<file path="src/rtl/ro_puf_pkg.sv">
// ro_puf_pkg: shared types and width helpers for the ring-oscillator PUF
// response generator.
//   state_t - measurement sequencer states
//   idx_w   - bits needed to index N oscillators
//   k_w     - bits needed for the response bit index
//   tie_w   - bits needed to count 0..RESP_BITS ties
//   IDX_W / TIE_W - widths for the default configuration (8 ROs, 4 bits)
package ro_puf_pkg;

  typedef enum logic [2:0] {
    IDLE    = 3'd0,
    CLEAR   = 3'd1,
    MEASURE = 3'd2,
    COMPARE = 3'd3,
    DONE    = 3'd4
  } state_t;

  localparam int N_RO_DEF      = 8;
  localparam int RESP_BITS_DEF = 4;

  function automatic int idx_w(input int n);
    return (n > 1) ? $clog2(n) : 1;
  endfunction

  function automatic int k_w(input int r);
    return (r > 1) ? $clog2(r) : 1;
  endfunction

  function automatic int tie_w(input int r);
    return $clog2(r) + 1;
  endfunction

  localparam int IDX_W = idx_w(N_RO_DEF);
  localparam int TIE_W = tie_w(RESP_BITS_DEF);

endpackage

</file>
<file path="src/rtl/ro_edge_counter.sv">
// ro_edge_counter: counts rising edges of one asynchronous oscillator signal.
//   clk  - system clock
//   rst  - synchronous active-high reset (clears synchroniser and counter)
//   ro   - raw oscillator output, asynchronous to clk
//   clr  - synchronous counter/flag clear
//   en   - count enable; detected edges outside en are dropped
//   cnt  - saturating edge count
//   sat  - set once cnt has reached its maximum since the last clear
// The input passes a 2-flop synchroniser; a third flop provides the previous
// sample for rising-edge detection, so an edge is counted two to three clk
// cycles after it occurs.
module ro_edge_counter
  import ro_puf_pkg::*;
#(
  parameter int CNT_W = 16
) (
  input  logic             clk,
  input  logic             rst,
  input  logic             ro,
  input  logic             clr,
  input  logic             en,
  output logic [CNT_W-1:0] cnt,
  output logic             sat
);

  localparam logic [CNT_W-1:0] CNT_MAX = {CNT_W{1'b1}};

  logic             sync1_r;
  logic             sync2_r;
  logic             sync3_r;
  logic             edge_s;
  logic [CNT_W-1:0] cnt_r;
  logic             sat_r;

  assign edge_s = sync2_r & ~sync3_r;

  // Synchroniser chain plus edge-detect history flop.
  always_ff @(posedge clk) begin
    if (rst) begin
      sync1_r <= 1'b0;
      sync2_r <= 1'b0;
      sync3_r <= 1'b0;
    end else begin
      sync1_r <= ro;
      sync2_r <= sync1_r;
      sync3_r <= sync2_r;
    end
  end

  // Saturating edge counter; sat marks the step that lands on CNT_MAX.
  always_ff @(posedge clk) begin
    if (rst) begin
      cnt_r <= {CNT_W{1'b0}};
      sat_r <= 1'b0;
    end else if (clr) begin
      cnt_r <= {CNT_W{1'b0}};
      sat_r <= 1'b0;
    end else if (en && edge_s && (cnt_r != CNT_MAX)) begin
      cnt_r <= cnt_r + CNT_W'(1);
      sat_r <= sat_r | (cnt_r == (CNT_MAX - CNT_W'(1)));
    end else begin
      cnt_r <= cnt_r;
      sat_r <= sat_r;
    end
  end

  assign cnt = cnt_r;
  assign sat = sat_r;

endmodule

</file>
<file path="src/rtl/ro_puf_resp_gen.sv">
// ro_puf_resp_gen: ring-oscillator PUF response generator.
// For each response bit k, enables oscillator pair a=(chal+2k), b=a+1
// (wrapping modulo N_RO), counts their rising edges over a window of W clk
// cycles and sets resp[k] when a ran faster than b.
//   clk        - system clock
//   rst_n      - synchronous reset, ACTIVE-HIGH despite its name
//   ro_in      - raw oscillator outputs (asynchronous)
//   ro_en      - oscillator gate enables (two bits set in CLEAR/MEASURE)
//   start      - begin measurement (only honoured in IDLE)
//   chal       - challenge base index, latched on start
//   win_len    - window length in clk cycles, 0 behaves as 1
//   busy       - sequencer not in IDLE
//   resp       - response word, meaningful while resp_valid
//   resp_valid - response available (DONE state)
//   resp_ready - consumer accepts the response
//   tie_cnt    - number of pairs that produced equal counts
//   sat        - any counter saturated during this response
// All outputs are registered from the next-state decode, so they line up
// with the state they describe.
module ro_puf_resp_gen
  import ro_puf_pkg::*;
#(
  parameter int N_RO      = N_RO_DEF,
  parameter int CNT_W     = 16,
  parameter int WIN_W     = 16,
  parameter int RESP_BITS = RESP_BITS_DEF
) (
  input  logic                             clk,
  input  logic                             rst_n,
  input  logic [N_RO-1:0]                  ro_in,
  output logic [N_RO-1:0]                  ro_en,
  input  logic                             start,
  input  logic [idx_w(N_RO)-1:0]           chal,
  input  logic [WIN_W-1:0]                 win_len,
  output logic                             busy,
  output logic [RESP_BITS-1:0]             resp,
  output logic                             resp_valid,
  input  logic                             resp_ready,
  output logic [tie_w(RESP_BITS)-1:0]      tie_cnt,
  output logic                             sat
);

  localparam int IW = idx_w(N_RO);
  localparam int KW = k_w(RESP_BITS);
  localparam int TW = tie_w(RESP_BITS);
  localparam logic [KW-1:0]   K_LAST  = KW'(RESP_BITS - 1);
  localparam logic [N_RO-1:0] ONE_HOT = {{(N_RO-1){1'b0}}, 1'b1};

  state_t               state_r;
  state_t               next_state_s;
  logic [IW-1:0]        chal_r;
  logic [IW-1:0]        chal_nxt_s;
  logic [KW-1:0]        k_r;
  logic [KW-1:0]        k_nxt_s;
  logic [WIN_W-1:0]     win_r;
  logic [WIN_W-1:0]     wcnt_r;
  logic [RESP_BITS-1:0] resp_r;
  logic [TW-1:0]        tie_r;
  logic                 sat_r;
  logic                 busy_r;
  logic                 valid_r;
  logic [N_RO-1:0]      ro_en_r;
  logic [IW-1:0]        a_cur_s;
  logic [IW-1:0]        b_cur_s;
  logic [IW-1:0]        a_nxt_s;
  logic [IW-1:0]        b_nxt_s;
  logic [N_RO-1:0]      mask_nxt_s;
  logic [CNT_W-1:0]     cnt_a_s;
  logic [CNT_W-1:0]     cnt_b_s;
  logic                 sat_a_s;
  logic                 sat_b_s;
  logic                 cnt_clr_s;
  logic                 cnt_en_s;

  // Pair being measured now (drives the counter muxes).
  assign a_cur_s = chal_r + IW'({k_r, 1'b0});
  assign b_cur_s = a_cur_s + IW'(1);

  assign cnt_clr_s = (state_r == CLEAR);
  assign cnt_en_s  = (state_r == MEASURE);

  ro_edge_counter #(.CNT_W(CNT_W)) u_cnt_a (
    .clk (clk),
    .rst (rst_n),
    .ro  (ro_in[a_cur_s]),
    .clr (cnt_clr_s),
    .en  (cnt_en_s),
    .cnt (cnt_a_s),
    .sat (sat_a_s)
  );

  ro_edge_counter #(.CNT_W(CNT_W)) u_cnt_b (
    .clk (clk),
    .rst (rst_n),
    .ro  (ro_in[b_cur_s]),
    .clr (cnt_clr_s),
    .en  (cnt_en_s),
    .cnt (cnt_b_s),
    .sat (sat_b_s)
  );

  // Next-state, next bit index/challenge and the enable mask they imply.
  always_comb begin
    next_state_s = state_r;
    k_nxt_s      = k_r;
    chal_nxt_s   = chal_r;
    case (state_r)
      IDLE: begin
        if (start) begin
          next_state_s = CLEAR;
          k_nxt_s      = {KW{1'b0}};
          chal_nxt_s   = chal;
        end else begin
          next_state_s = IDLE;
        end
      end
      CLEAR: begin
        next_state_s = MEASURE;
      end
      MEASURE: begin
        // Window counter holds the cycles left including this one.
        if (wcnt_r <= WIN_W'(1)) begin
          next_state_s = COMPARE;
        end else begin
          next_state_s = MEASURE;
        end
      end
      COMPARE: begin
        if (k_r == K_LAST) begin
          next_state_s = DONE;
        end else begin
          next_state_s = CLEAR;
          k_nxt_s      = k_r + KW'(1);
        end
      end
      DONE: begin
        if (resp_ready) begin
          next_state_s = IDLE;
        end else begin
          next_state_s = DONE;
        end
      end
      default: begin
        next_state_s = IDLE;
      end
    endcase
    a_nxt_s    = chal_nxt_s + IW'({k_nxt_s, 1'b0});
    b_nxt_s    = a_nxt_s + IW'(1);
    mask_nxt_s = (ONE_HOT << a_nxt_s) | (ONE_HOT << b_nxt_s);
  end

  // Sequencer state, registered outputs and response accumulation.
  always_ff @(posedge clk) begin
    if (rst_n) begin
      state_r <= IDLE;
      chal_r  <= {IW{1'b0}};
      k_r     <= {KW{1'b0}};
      win_r   <= {WIN_W{1'b0}};
      wcnt_r  <= {WIN_W{1'b0}};
      resp_r  <= {RESP_BITS{1'b0}};
      tie_r   <= {TW{1'b0}};
      sat_r   <= 1'b0;
      busy_r  <= 1'b0;
      valid_r <= 1'b0;
      ro_en_r <= {N_RO{1'b0}};
    end else begin
      state_r <= next_state_s;
      chal_r  <= chal_nxt_s;
      k_r     <= k_nxt_s;
      busy_r  <= (next_state_s != IDLE);
      valid_r <= (next_state_s == DONE);
      ro_en_r <= ((next_state_s == CLEAR) || (next_state_s == MEASURE)) ?
                 mask_nxt_s : {N_RO{1'b0}};
      case (state_r)
        IDLE: begin
          if (start) begin
            win_r  <= (win_len == {WIN_W{1'b0}}) ? WIN_W'(1) : win_len;
            resp_r <= {RESP_BITS{1'b0}};
            tie_r  <= {TW{1'b0}};
            sat_r  <= 1'b0;
          end
        end
        CLEAR: begin
          wcnt_r <= win_r;
        end
        MEASURE: begin
          wcnt_r <= wcnt_r - WIN_W'(1);
        end
        COMPARE: begin
          resp_r[k_r] <= (cnt_a_s > cnt_b_s);
          if (cnt_a_s == cnt_b_s) begin
            tie_r <= tie_r + TW'(1);
          end
          sat_r <= sat_r | sat_a_s | sat_b_s;
        end
        default: begin
          wcnt_r <= wcnt_r;
        end
      endcase
    end
  end

  assign ro_en      = ro_en_r;
  assign busy       = busy_r;
  assign resp       = resp_r;
  assign resp_valid = valid_r;
  assign tie_cnt    = tie_r;
  assign sat        = sat_r;

endmodule

</file>
<file path="config.mk">
export PLATFORM = sky130hd
export DESIGN_NAME = ro_puf_resp_gen
export DESIGN_NICKNAME = d
export VERILOG_FILES = /design/src/rtl/ro_puf_pkg.sv /design/src/rtl/ro_edge_counter.sv /design/src/rtl/ro_puf_resp_gen.sv
export SDC_FILE = /design/constraint.sdc
export NUM_CORES = 1
export LEC_CHECK = 0
export CORE_UTILIZATION = 50
export DETAILED_ROUTE_END_ITERATION = 16
export PLACE_DENSITY = 0.78
export SYNTH_ARGS = -nofsm -noshare
export SYNTH_HDL_FRONTEND = slang
export SYNTH_SLANG_ARGS = --single-unit
</file>
<file path="constraint.sdc">
create_clock -name clk -period 4.98 [get_ports clk]
set_clock_uncertainty 0.05 [all_clocks]
set_input_delay 1.494 -clock clk [delete_from_list [all_inputs] [get_ports clk]]
set_output_delay 1.494 -clock clk [all_outputs]
set_load 0.05 [all_outputs]
</file>
# --- Word-level counts from Yosys, hierarchy flattened ---
# Cells that the tools add are included.
totals:
  regBits: 98
  in_bits: 31
  out_inout_bits: 18
  wordCells: 105
op_classes:
  add_sub_neg: 9
  n_lt_le_gt_ge: 6
  n_eq_ne: 15
  n_shift: 2
  mux: 26
  n_bitwise: 10
  reduce_logical: 16
ops:
  columns: ["cell", "count"]
  rows:
  - ["$add 16x1->16 const B", 2]
  - ["$eq 16x16->1 const B", 2]
  - ["$ne 16x16->1 const B", 2]
  - ["$pmux 16 s2", 1]
  - ["$mux 3", 6]
  - ["$eq 16x16->1", 1]
  - ["$gt 16x16->1", 1]
  - ["$le 16x1->1 const B", 1]
  - ["$logic_not 16->1", 1]
  - ["$mux 16", 1]
  - ["$shl 1x3->8 const A", 2]
  - ["$sub 16x1->16 const B", 1]
  - ["$pmux 3 s5", 1]
  - ["$add 3x1->3 const B", 3]
  - ["$eq 3x2->1 const B", 3]
  - ["$lt 3x4->1 const B", 2]
  - ["$or 8x8->8", 1]
  - ["$pmux 4 s2", 1]
  - ["$add 3x3->3", 2]
  - ["$bmux 1 s3", 2]
  - ["$eq 3x1->1 const B", 2]
  - ["$eq 3x3->1 const B", 2]
  - ["$mux 1", 6]
  - ["$pmux 3 s2", 1]
  - ["22 further kinds", 37]

# --- Depth between registers and ports, before layout ---
depth:
  depth_word: 7
  depth_mapped: 13
  depth_no_buf: 12

# --- Modules after synthesis ---
# Synthesis repeated with hierarchy kept, for this count alone.
hier_totals:
  hier_cells: 601
  area_unflattened_um2: 5156.2
modules_own_cells:
  columns: ["mod", "n_inst", "cells_each", "area_per_inst_um2", "seq_area_each_um2"]
  rows:
  - ["ro_puf_resp_gen", 1, 365, 3146.8, 1161.1]
  - ["ro_edge_counter", 2, 118, 1004.7, 400.4]

# --- Least setup slack after synthesis ---
# OpenSTA, ideal clock, no wires.
synth_timing:
  path_kind: "input to register"
  start: "in start"
  end: "reg ro_en_r[2] (netlist: ro_en[2])"
  setup_ns: 0.092
  t_arrival_ns: 3.933
  required_ns: 4.838
  path_slack_ns: 0.905
  path_stages: 12
  path_buffers: 1
  path_cell_list: "nor4b_2 clkbuf_1 nand2_1 nand2_1 ha_1 xor2_1 mux2i_4 xnor2_1 ha_1 nor2_1 nor2_1 a311oi_1"
synth_via:
  elab_chain_cells: 6
  elab_cells_between_ends: 16
  cone_classes: "add/sub: 2; eq/ne: 2; shift: 2; mux: 6; bitwise: 2; reduce/logical: 2"
synth_lines:
  columns: ["item", "line", "rtl"]
  rows:
  - ["start: declaration", "ro_puf_resp_gen.sv:32", "input logic start,"]
  - ["$mux 3 *", "ro_puf_resp_gen.sv:109", "if (start) begin"]
  - ["$mux 3 *", "ro_puf_resp_gen.sv:107", "case (state_r)"]
  - ["named net chal_nxt_s[1]", "ro_puf_resp_gen.sv:52", "logic [IW-1:0] chal_nxt_s;"]
  - ["$add 3x3->3 *", "ro_puf_resp_gen.sv:147", "a_nxt_s = chal_nxt_s + IW'({k_nxt_s, 1'b0});"]
  - ["$add 3x1->3", "ro_puf_resp_gen.sv:148", "b_nxt_s = a_nxt_s + IW'(1);"]
  - ["$shl 1x3->8", "ro_puf_resp_gen.sv:149", "mask_nxt_s = (ONE_HOT << a_nxt_s) | (ONE_HOT << b_nxt_s);"]
  - ["$or 8x8->8 *", "ro_puf_resp_gen.sv:149", null]
  - ["end signal: assignment", "ro_puf_resp_gen.sv:165", "ro_en_r <= {N_RO{1'b0}};"]
  - ["end signal: assignment", "ro_puf_resp_gen.sv:172", "ro_en_r <= ((next_state_s == CLEAR) || (next_state_s == MEASURE)) ?"]
  - ["end: declaration", "ro_puf_resp_gen.sv:62", "logic [N_RO-1:0] ro_en_r;"]
# Mark *: on every way through the listed nets, which the timed path passes. The rest lies on a longest branch.
# A chain may end at the register's enable or synchronous reset.

# --- Worst setup path in the final report ---
# Same ends and word-level chain as after synthesis.

==> results.txt <==
The flow ran to the end, and the final reports show no timing, DRC or antenna violations. Relative to the synthesized area, the layout overhead comes to 15.75%. The sort of element at the start of the critical path is an input port. The starting density of the core is 0.5154. The area of the core came out at around 10000 µm². The startpoint identified for the worst register-to-register timing path is state_r[0]. The average wire length per cell after detail routing is 15.24 µm. The post-detailed-route via-to-cell ratio came out at 5.869. The type of the tightest min-delay check is flop to flop. In this run the worst path has a maximum fanout of 6. The worst setup path is captured at a flop. The number of diodes added for antenna fixing came out at 0. In the global route stage, overall resource usage came out at 0.2258. The worst-case vdd ir drop came out at 0.1824 mV. The chip height is 102.4 µm.

Yosys printed 0 warnings. Setup violations remaining at the end of the flow were counted as 0. The cell at the root of the clock tree is clkbuf_8. The maximum buffer depth of the clock tree is 2. The cell with the largest stage delay on the worst path is clkdlybuf4s50_1. The leakage power of the design is 2.080 nW. TritonCTS built the clock tree.

The leftover overflow at the end of global routing is 0. The share of total power dissipated in the clock network is 0.252. The switching power as a share of total power came out at 0.3411. The final wirelength came out at 11520 µm.

The tightest hold path in the finished design has a slack of 400.5 ps. The fraction of layout cells with a size suffix above 1 came out at 0.06742. The post-cts hold buffer count came out at 0. The first detailed-routing pass ran for 5 iterations. Along the worst hold path, the cell count comes to 1. The number of design-rule violations left by the first detailed-router iteration is roughly 190. The die span in x is 102.4 µm. The number of clock buffers added by TritonCTS is 9.

The worst pin sits at a relative slew slack of 0.2865. The biggest cell delay along the critical path is 560 ps. The number of fillers in the final layout came out at 862. The number of nets with antenna violations after routing came out at 0. After synthesis, the share of flip-flops with an asynchronous set or reset is 0. The worst slack after detailed placement came out at 321.5 ps.

The number of cell rows came out at 36. The combined buffer and inverter count along the critical path is 1. After synthesis the netlist holds a flip-flop and latch count of 98. The final number of hold-violating endpoints was 0. The wire length of the first global-routing pass is between 15000 and 20000 µm. The number of global-route vias before repair is around 4100.

Dividing the synthesized area by the synthesized cell count gives 8.700 µm². Grouping stages by cell kind, the critical path spends the most delay in simple AND/OR/NAND/NOR gates. The routed design could run at a clock period as short as 4346 ps. The clock insertion delay at the later pin of the skew report is about 360 ps.

The data required time at the worst endpoint came out at 5200 ps. The relative contribution of sequential cells to total power came out at 0.463. The total count of max-transition violations in the final report came to 0. The number of cells upsized or downsized after cts is 0. The predominant post-synthesis flop cell is dfxtp_1. The number of H-tree levels is 3.

Setup repair after global routing left no endpoint under its margin. The number of different library cells used by synthesis comes to 57. Max-cap violations in this run came to 0. The post-synthesis instance area came out at 5037 µm².

Detailed placement finished with a half-perimeter wire length of around 8300 µm. The final RePlAce weighted congestion is 0.8862. The initial antenna violation count came out at 0.

The sequential cell area fraction in the yosys report is 0.3895. The internal portion of total power came out at 0.001346 W. The critical path goes through clkdlybuf4s50_1 -> or4b_1 -> nand2_1 -> nand2_1 -> ha_1 -> xor2_1 -> mux2i_4 -> xnor2_1 -> ha_1 -> nor2_1 -> nor2_1 -> a311oi_1. The number of setup buffers added after CTS came out at 0. The arrival time of data at the critical path endpoint came out at 4570 ps. The net switching component of the power is around 0.00070 W. The path with the worst hold slack has its endpoint at u_cnt_a.sync2_r. The final worst-path setup slack came out at 634.3 ps.

The post-synth net total came out at 638. At the end of the flow, the number of nets in the layout was 677. In the routed design, unresolved DRC markers number 0. The reg2reg setup slack is between 1000 and 1500 ps. After clock tree synthesis, the clock-pin slew on the worst setup and hold paths is 90 ps. The clock sink total is 98.

The worst setup path is of the input port to flop kind. For the pin with the worst max-slew slack, the measured transition is 1061 ps. The number of I/O pins is 49.

The number of cell instances on the worst register-to-register path is 12. The overall die area is approximately 10000 µm². The critical hold path startpoint is u_cnt_a.sync1_r. The count of mapped cells out of synthesis is a little under 600.

The maximum number of pins on one net before global-route repair came out at 32. The number of synthesized flops with an enable pin is 0. The maximum clock frequency is 230.1 MHz. In the finished design, the share of the clock period the worst path needs comes to 0.8726. During placement, the flow inserted port buffers numbering 48. In this run the critical register-to-register path is captured at ro_en[2]. The detailed router placed 4437 vias in this run. The aggregate negative setup slack is 0 ps. For this design the ratio of total power to cell area is 350.3 nW/µm². The combinational share of power came out at 0.285.
[area by class of cell]
class	count	area, µm²	area share
Clock buffer	12	145.1	0.02489
Clock inverter	4	51.30	0.008798
Inverter	23	86.33	0.01481
Multi-Input combinational cell	429	2872	0.4925
Sequential cell	98	1962	0.3365
Tap cell	133	166.4	0.02854
Timing Repair Buffer	57	548.0	0.09399
[power by group through the flow]
stage,Clock (W),Combinational (W),Sequential (W)
final,0.000514,0.000583,0.000945
after global routing,0.000560,0.000637,0.000955
after CTS,0.000527,0.000580,0.000942
after detailed placement,0,0.000576,0.000959
after global placement,0,0.000559,0.000956
after floorplan,0,0.000396,0.000979
[routing by layer]
layer / vias up / GRT usage / wire length (µm)
met4: 0 / 0.08022 / 200
li1: 2190 / - / -
met3: 20 / 0.04651 / 586
met5: - / 0 / 0
met1: 2096 / 0.2782 / 5065
met2: 131 / 0.3898 / 5670
[sequential cells by signal, indices dropped and copies added, names as in the netlist, 2 cells and up]
signal / cells
ro_en: 8
win_r: 16
resp: 4
u_cnt_a.cnt: 16
wcnt_r: 16
chal_r: 3
tie_cnt: 3
state_r: 3
k_r: 2
u_cnt_b.cnt: 16
[placed cells by master (no fill, tap or decap), types with 4 or more instances in the layout]
master           synthesis  final
nor3_1                  21     21
o31ai_1                  4      4
o311ai_0                 4      4
and4_1                   6      6
nand2_1                 39     39
clkbuf_8                 0     10
a311oi_1                 4      4
a31oi_1                 12     12
and3_1                   7      7
nand4_1                 14     14
o211ai_1                 4      4
nor2_1                  69     69
a22o_1                  13     13
xor2_1                   9      9
xnor2_1                 24     24
nor2b_1                  9      9
a21oi_1                 39     39
clkdlybuf4s50_1          0     48
a211oi_1                 8      8
a2111oi_2                4      4
ha_1                    28     28
or3_1                    5      5
nand3_1                 25     25
dfxtp_1                 98     98
nor4_1                  18     18
mux2i_1                  7      7
buf_4                    1      9
o21ai_0                 12     12
inv_1                   23     23
[worst max-delay path by stage]
stage	to	startpoint	cells after the start	slack [ps]
6_report	ro_en[2]	start	12	630
5_1_grt	ro_en[2]	start	12	420
4_1_cts	ro_en[2]	start	12	700
3_5_place_dp	ro_en[2]	start	12	320
3_3_place_gp	ro_en[2]	start	12	540
2_1_floorplan	ro_en[2]	start	12	900
[cell families after synthesis]
kind of cell    after synthesis  synth area share
simple gates                237            0.2449
compound gates              118            0.1620
flops                        98            0.3895
buf+inv                      52           0.04049
xor+xnor                     33           0.05738
fa+ha+maj                    28           0.06955
mux                          13           0.03626
[per-stage QoR]
step | cell area [µm²] | std cells | power, W | util
CTS | 5831 | 756 | 0.002049 | 0.5965
detailed placement | 5634 | 740 | 0.001535 | 0.5764
floorplan | 5037 | 579 | 0.001374 | -
global placement | 5634 | 740 | 0.001515 | 0.5764
finish | 5831 | 756 | 0.002042 | 0.5965
global route | 5831 | 756 | 0.002151 | 0.5965
[cells in the mapped netlist, drive strengths merged (3+ instances only)]
master   instances  area share
dfxtp           98        0.39
nor2            69       0.051
a21oi           39       0.039
nand2           39       0.029
ha              28       0.070
nand3           25       0.025
xnor2           24       0.042
clkbuf          23       0.017
inv             23       0.017
nor3            21       0.021
nor4            20       0.027
nand4           14       0.017
a22o            13       0.023
a31oi           12       0.015
o21ai           12       0.012
a211oi           9       0.014
nor2b            9       0.011
xor2             9       0.016
mux2i            8       0.018
and3             7      0.0087
and4             6       0.010
buf              6      0.0062
nor3b            5       0.011
or3              5      0.0062
a2111oi          4       0.012
a311oi           4      0.0070
o211ai           4      0.0060
o311ai           4      0.0070
o31ai            4      0.0060
mux4             3       0.013
nand3b           3      0.0045
o21a             3      0.0045
(Power assumes the default switching activity.)
==> edit: new RTL, same settings <==
Put one more register stage on the output `tie_cnt`, cleared by the reset. The value now appears one clock later. The other outputs are not delayed to match.
--- a/src/rtl/ro_puf_resp_gen.sv
+++ b/src/rtl/ro_puf_resp_gen.sv
@@ -204,7 +204,13 @@
   assign busy       = busy_r;
   assign resp       = resp_r;
   assign resp_valid = valid_r;
-  assign tie_cnt    = tie_r;
+  always_ff @(posedge clk) begin
+    if (rst_n) begin
+      tie_cnt <= '0;
+    end else begin
+      tie_cnt <= tie_r;
+    end
+  end
   assign sat        = sat_r;
 
 endmodule
Formal check against the unedited RTL: not equivalent (a bounded check fails within 10 cycles, from zero or initial values and one cycle with rst_n high).
==> edit against the original RTL <==
  * Routed wire length grew 4.8%
  * First-iteration DRC count grew 58%
  * Critical path depth shrank 2
  * Worst setup slack lost 0.070 ns
  * Clock power grew 9.3%
  * Total power shrank 9.1%
  * Cell area grew 1.9%
  * Area after synthesis grew 3.1%
  * Sequential cell count grew 3
  * Combinational power shrank 33%
  * Critical endpoint unchanged
  * Largest cell class unchanged
  * Largest power group unchanged
==> edit: results (changes against the original RTL) <==
Placement
  • Final Wtd Congestion: 0.847 (-4.4%)
  • DP HPWL: 8890 microns (+7.3%)
  • Placed Cells: 753 (+1.8%)
  • Placement Cell Area: 5720 sq um (+1.6%)
  • Setup WS pre-CTS: 0.237 ns (-0.0849 ns)

Synthesis
  • Post-synthesis compound-gate area fraction: 16.6% (+0.38 points)
  • Post-synth ARST share: 0% (unchanged)
  • Top post-synthesis cells by area: dfxtp_1 (39%), ha_1 (6.7%), nor2_1 (4.0%), a21oi_1 (3.9%), nand2_1 (3.5%)
  • Adder-cell share of the synthesized area: 6.74% (-0.21 points)
  • Synth Warn #: 0 (unchanged)
  • Cells after synthesis: 596 (+2.9%)
  • Xor/xnor cell area share of the yosys netlist: 3.88% (-1.9 points)
  • Netlist cell types: 67 (+18%)
  • Syn Nets: 655 (+2.7%)
  • Sequential area share after synthesis: 38.9% (about the same)
  • Most common library cells after synthesis: dfxtp_1 (101), nor2_1 (56), nand2_1 (49)
  • Mux share of post-synthesis cell area: 3.49% (-0.13 points)

Critical path
  • Path depth of the worst reg2reg path: 10 (-2)
  • CP Max Fanout: 6 (unchanged)
  • Slowest stage delay, CP: 0.68 ns (+0.12 ns)
  • CP max-delay cell: or4b_2
  • Worst path arrival time: 4.68 ns (+0.11 ns)

Global routing
  • Vias in the first global route: 4516 (+10%)
  • Total track usage: 23.5% (+0.91 points)
  • Pin count of the biggest net entering global routing: 48 (+50%)
  • First-pass GRT wire length: 20600 microns (+10%)

Run status
  • Status: finished, final reports clean

Cells and area
  • Number of sequential cells: 101 (+3.1%)
  • Logic inverters: 24 (+4.3%)
  • Multi-input combinational cell count: 443 (+3.3%)
  • Final #Nets: 690 (+1.9%)
  • Clock buffer cells: 11 (-1)
  • Non-clk buf share: 8.51% (-0.89 points)
  • Footprint of the multi-input gates: 2940 sq um (+2.4%)
  • Clk cell area share: 3.64% (+0.27 points)
  • Seq area share: 34.0% (+0.39 points)
  • Fraction of layout cells with a size suffix above 1: 7.23% (+0.49 points)
  • Count of plain and timing-repair buffers: 52 (-8.8%)
  • Finished Layout Cells: 769 (+1.7%)
  • Layout fillers: 865 (+0.35%)
  • Fraction of area in multi-input gates: 49.5% (+0.25 points)

Route
  • Via density per instance: 5.96 (+1.6%)
  • M1 WL: 5290 microns (+4.5%)
  • Routed wl met3: 652 microns (+11%)
  • Per-cell routed wire length: 15.7 microns (+3.0%)
  • Iter 0 DRT Violations: 293 (+58%)
  • Met2 WL post-DR: 5900 microns (+4.0%)

CTS
  • Htree depth: 3 (unchanged)
  • Worst skew pair latency: 0.39 ns (+0.03 ns)

Pwr
  • P_seq: 0.000904 W (-4.3%)
  • Sw Ratio: 30.9% (-3.2 points)
  • Worst VDD drop: 0.238 mV (+31%)
  • Leak: 2.17 nW (+4.2%)
  • Net Switching: 0.000573 W (-18%)
  • Combinational power share: 21.0% (-7.5 points)

Timing
  • Worst Max-Slew Pin Slew: 1.15 ns (+0.0908 ns)

Min path
  • Worst Hold Class: reg -> reg
-- edit: cell types whose count changed after synthesis, sizes merged, moves of 4 or more --
cell | before | now
a31o | 0 | 4
and3 | 7 | 11
and4 | 6 | 10
nand2 | 39 | 49
nor2 | 69 | 56
nor2b | 9 | 13
nor3 | 21 | 16
nor4 | 20 | 11
o21ai | 12 | 16
or3 | 5 | 14
xnor2 | 24 | 20
xor2 | 9 | 3
-- edit: final timing paths --
check | to | slack [ns] | from
max | ro_en[2]$_SDFF_PP0_ | 0.56 | start
min | u_cnt_b.sync2_r$_SDFF_PP0_ | 0.41 | u_cnt_b.sync1_r$_SDFF_PP0_
max reg2reg | ro_en[2]$_SDFF_PP0_ | 1.46 | state_r[0]$_SDFF_PP0_
min reg2reg | u_cnt_b.sync2_r$_SDFF_PP0_ | 0.41 | u_cnt_b.sync1_r$_SDFF_PP0_
-- edit: routing by layer --
layer,global-route usage [%],up-vias
met5,0,-
met4,8.88,0
met3,7.46,27
met2,40.7,120
met1,26.9,2179
li1,-,2261
